### src/rtl/pulse_stretcher.sv
// Stretches single-cycle strobes into HOLD_CYCLES-high pulses separated by at least GAP_CYCLES low.
// Optional macro PULSE_STRETCHER_RETRIGGER_EN: a strobe during HOLD restarts the hold window instead of queueing.
module pulse_stretcher #(
  parameter int HOLD_CYCLES = 8,
  parameter int GAP_CYCLES  = 2,
  parameter int PEND_W      = 3
) (
  input  logic              clk,
  input  logic              rst,
  input  logic              pulse_in,
  output logic              level_out,
  output logic              busy,
  output logic [PEND_W-1:0] pend_cnt,
  output logic              overflow
);

  localparam int HW = (HOLD_CYCLES > 1) ? $clog2(HOLD_CYCLES) : 1;
  localparam int GW = (GAP_CYCLES > 1) ? $clog2(GAP_CYCLES) : 1;
  localparam logic [HW-1:0]     HOLD_LOAD = HW'(HOLD_CYCLES - 1);
  localparam logic [GW-1:0]     GAP_LOAD  = GW'(GAP_CYCLES - 1);
  localparam logic [HW-1:0]     HOLD_ZERO = {HW{1'b0}};
  localparam logic [GW-1:0]     GAP_ZERO  = {GW{1'b0}};
  localparam logic [HW-1:0]     HOLD_ONE  = HW'(1);
  localparam logic [GW-1:0]     GAP_ONE   = GW'(1);
  localparam logic [PEND_W-1:0] PEND_ZERO = {PEND_W{1'b0}};
  localparam logic [PEND_W-1:0] PEND_ONE  = PEND_W'(1);
  localparam logic [PEND_W-1:0] PEND_MAX  = {PEND_W{1'b1}};

  typedef enum logic [1:0] {
    IDLE = 2'd0,
    HOLD = 2'd1,
    GAP  = 2'd2
  } state_e;

  state_e            state_q, state_d;
  logic [HW-1:0]     hold_cnt_q, hold_cnt_d;
  logic [GW-1:0]     gap_cnt_q, gap_cnt_d;
  logic [PEND_W-1:0] pend_cnt_q, pend_cnt_d;
  logic              overflow_q, overflow_d;
  logic              level_q, level_d;
  logic              busy_q, busy_d;
  logic              inc_s;
  logic              dec_s;

  // Next-state, countdown and pending-queue logic
  always_comb begin
    state_d    = state_q;
    hold_cnt_d = hold_cnt_q;
    gap_cnt_d  = gap_cnt_q;
    pend_cnt_d = pend_cnt_q;
    overflow_d = overflow_q;
    inc_s      = 1'b0;
    dec_s      = 1'b0;

    case (state_q)
      IDLE: begin
        if (pulse_in) begin
          state_d    = HOLD;
          hold_cnt_d = HOLD_LOAD;
        end else begin
          state_d = IDLE;
        end
      end
      HOLD: begin
`ifdef PULSE_STRETCHER_RETRIGGER_EN
        if (pulse_in) begin
          hold_cnt_d = HOLD_LOAD;
        end else if (hold_cnt_q == HOLD_ZERO) begin
          state_d   = GAP;
          gap_cnt_d = GAP_LOAD;
        end else begin
          hold_cnt_d = hold_cnt_q - HOLD_ONE;
        end
`else
        inc_s = pulse_in;
        if (hold_cnt_q == HOLD_ZERO) begin
          state_d   = GAP;
          gap_cnt_d = GAP_LOAD;
        end else begin
          hold_cnt_d = hold_cnt_q - HOLD_ONE;
        end
`endif
      end
      GAP: begin
        inc_s = pulse_in;
        if (gap_cnt_q != GAP_ZERO) begin
          gap_cnt_d = gap_cnt_q - GAP_ONE;
        end else if ((pend_cnt_q != PEND_ZERO) || pulse_in) begin
          // Launching consumes one queued strobe; a same-edge strobe with an empty queue nets to zero.
          state_d    = HOLD;
          hold_cnt_d = HOLD_LOAD;
          dec_s      = 1'b1;
        end else begin
          state_d = IDLE;
        end
      end
      default: begin
        state_d    = IDLE;
        hold_cnt_d = HOLD_ZERO;
        gap_cnt_d  = GAP_ZERO;
      end
    endcase

    if (inc_s && !dec_s) begin
      if (pend_cnt_q == PEND_MAX) begin
        overflow_d = 1'b1;
      end else begin
        pend_cnt_d = pend_cnt_q + PEND_ONE;
      end
    end else if (!inc_s && dec_s) begin
      pend_cnt_d = pend_cnt_q - PEND_ONE;
    end else begin
      pend_cnt_d = pend_cnt_q;
    end

    level_d = (state_d == HOLD);
    busy_d  = (state_d != IDLE);
  end

  // State and registered outputs; reset truncates any pulse in flight
  always_ff @(posedge clk or negedge rst) begin
    if (!rst) begin
      state_q    <= IDLE;
      hold_cnt_q <= HOLD_ZERO;
      gap_cnt_q  <= GAP_ZERO;
      pend_cnt_q <= PEND_ZERO;
      overflow_q <= 1'b0;
      level_q    <= 1'b0;
      busy_q     <= 1'b0;
    end else begin
      state_q    <= state_d;
      hold_cnt_q <= hold_cnt_d;
      gap_cnt_q  <= gap_cnt_d;
      pend_cnt_q <= pend_cnt_d;
      overflow_q <= overflow_d;
      level_q    <= level_d;
      busy_q     <= busy_d;
    end
  end

  assign level_out = level_q;
  assign busy      = busy_q;
  assign pend_cnt  = pend_cnt_q;
  assign overflow  = overflow_q;

endmodule

### config.mk
export PLATFORM = sky130hd
export DESIGN_NAME = pulse_stretcher
export DESIGN_NICKNAME = d
export VERILOG_FILES = /design/src/rtl/pulse_stretcher.sv
export SDC_FILE = /design/constraint.sdc
export NUM_CORES = 1
export LEC_CHECK = 0
export CAP_MARGIN = 0
export CORE_ASPECT_RATIO = 1.1
export CORE_MARGIN = 5
export CORE_UTILIZATION = 35
export DETAILED_ROUTE_END_ITERATION = 8
export MAX_ROUTING_LAYER = met4
export PLACE_DENSITY = 0.67
export RECOVER_POWER = 100
export SLEW_MARGIN = 25
export SYNTH_ARGS = -nofsm -noshare
export SYNTH_HDL_FRONTEND = slang
export SYNTH_SLANG_ARGS = --single-unit
### constraint.sdc
create_clock -name clk -period 3.1 [get_ports clk]
set_input_delay 0.62 -clock clk [delete_from_list [all_inputs] [get_ports clk]]
set_output_delay 0.62 -clock clk [all_outputs]
set_load 0.03 [all_outputs]
==> results.yml <==
critical_path:
  crit_fanout: 6
  cp.required_ps: 3260
  cp-end-kind: "flip-flop"
  critPathLaunchType: "input port"
  worst-setup-path-type: "input port to flip-flop"
  arrival_ps: 2550
floorplanning:
  rows: 17
  core_area_um2: 1957
  io_pins: 9
  die_x_um: 52.70
  fp.dieH_um: 56.97
  dieArea_um2: 3002
  start_util_pct: 35.87
global_routing:
  antenna_found_initial: 0
  grt.busiest_layer: "met1"
  use_met3_pct: 0.7833
  grt_pass1_wl_mm: 2.166
  grtUsageMet2_pct: 13.48
  grt_start_max_net_pins: 13
  grt_pass1_vias: 476
  grtUsageTotal_pct: 10.00
  grt_overflow_total: 0
  grtUsageMet1_pct: 14.12
clocking:
  cts.path.max_buffers: 2
  root_buffer: "clkbuf_4"
  cts_tree: "yes"
  cts_hold_buffers: 0
  clk_pin_slew_ps: 80
  cts_htree_levels: 1
  clock_latency_ps: 270
  numCtsBuffers: 3
  cts_resized: 0
  postCtsSetupRepairBufs: 0
  cts_sinks: 12
sta:
  finalSetupViolations: 0
  hold_violations: 0
  rsz0062_at_grt: "false"
  period_share_pct: 77.07
  max_freq_mhz: 418.5
  fin_setup_tns_ps: 0
  relSlewSlack_pct: 60.74
  tightest_slew_ps: 583.6
  fin_crit_ps: 2389
  final_max_slew_viol_count: 0
  finClkSkew_ps: 3.977
  holdWs_ps: 488.7
logic_synthesis:
  ys_top_cells_by_area: "dfrtp_1 (43%), ha_1 (11%), mux2_1 (4.8%)"
  synth_nets: 75
  synthFlopType: "dfrtp_1"
  yosysSeqAreaShare_pct: 42.78
  syn_inst: 65
  syn_area_per_cell_um2: 10.80
  synth_cell_types: 28
  ys_ff_latch: 12
  ys_async_sr_fraction_pct: 100.0
  synth_area_um2: 701.9
  yosysWarnings: 0
  synth_top_area_share_pct: 42.78
  synth_edf_count: 0
  yosysTopAreaCell: "dfrtp_1"
finish:
  most-common-layout-cells: "dfrtp_1 (12), dlygate4sd3_1 (8), a21oi_1 (7), inv_1 (6), ha_1 (6)"
  final_common_cell: "dfrtp_1"
  num_antenna_cells: 0
  area_growth_syn_to_layout_pct: 18.36
  post-route-util_pct: 42.46
  stdcell_count: 104
  drive_gt1_share_pct: 6.579
  finalNetCount: 87
detailed_routing:
  post_drt_wl_per_cell_um: 12.07
  drc: 0
  drt_iter0_markers: 8
  vias_per_cell: 4.865
  drt_wl_total_mm: 1.255
  postRouteAntennaNets: 0
  via_count: 506
  first_pass_iters: 4
placed_design:
  hpwl_um: 948.6
  dp_cells: 100
  port_buffers: 8
  place_congestion: 0.7698
hold_path:
  hold_path.class: "flip-flop to flip-flop"
power:
  p_leak_nw: 0.3605
  p_per_area_nw_per_um2: 1047
  peakVddDrop_mv: 0.2946
flow_run:
  maxCapViolations: 0
run_status:
  status: "finished clean"
-- state kept, by name (all words and copies together) (netlist names) --
name / count
busy: 1
gap_cnt_q: 1
overflow: 1
hold_cnt_q: 3
level_out: 1
state_q: 2
pend_cnt: 3
-- kinds of logic (layout without fill, tap and decap cells) --
logic type,Yosys count,after routing,share of synthesized area [%]
and+or+nand+nor,16,16,13.73
DFF,12,12,42.78
muxes,3,3,4.812
buffers and inverters,7,18,3.743
xor gates and xnor gates,3,3,3.744
adders and majority gates,7,7,13.55
AOI/OAI and AO/OA,17,17,17.65
-- cell type report --
type	instances	area [µm²]
well taps	28	35.03
multi-input cells	46	356.6
clock buffers	4	36.28
inverters	6	22.52
fillers	204	1126
flip-flops and latches	12	300.3
repair buffers	8	80.08
-- path summary, 6_finish.rpt --
check                                      to  slack (ps)  cells after the start          start
worst max-delay path              pend_cnt[2]         710                      7       pulse_in
worst min-delay path            hold_cnt_q[1]         490                      1  hold_cnt_q[1]
worst max register to register    pend_cnt[2]         780                      9     state_q[0]
worst min register to register  hold_cnt_q[1]         490                      1  hold_cnt_q[1]
max in group asynchronous         pend_cnt[2]        1970                      1            rst
min in group asynchronous       hold_cnt_q[2]         760                      1            rst
-- per-stage QoR --
| stage | power (mW) | setup WS (ps) | instance area [µm²] |
|---|---|---|---|
| after floorplan | 0.6327 | 998.3 | 701.9 |
| after global placement | 0.7698 | 540.4 | 813.3 |
| after detailed placement | 0.7818 | 455.1 | 813.3 |
| after CTS | 0.9139 | 752.6 | 849.6 |
| after global routing | 0.9409 | 622.2 | 830.8 |
| final | 0.8698 | 710.7 | 830.8 |
-- per-layer routing --
metal,share of wire [%],up-vias
met5,0,-
met4,1.7,0
met3,1.5,2
met2,47,7
met1,50,245
li1,-,252
-- synth_stat cells (all sizes together), types with 2 or more instances --
cell / instances
ha: 6
inv: 6
nand2b: 2
mux2: 3
nor2b: 3
nand2: 3
nor2: 3
dfrtp: 12
xnor2: 2
a21oi: 8
nand3: 2
-- report_power, final --
part	total, mW	internal, mW	switching [mW]
registers	0.289	0.228	0.0607
logic	0.455	0.199	0.256
clock network	0.126	0.0713	0.0544
total	0.870	0.499	0.371
-- worst max-delay path: stages --
cell	delay [ps]
dlygate4sd3_1	630
and3_1	270
inv_1	100
fa_1	380
a2111oi_0	310
a31oi_1	100
xnor2_1	140
Note: power is estimated with default switching activity, not from simulation.
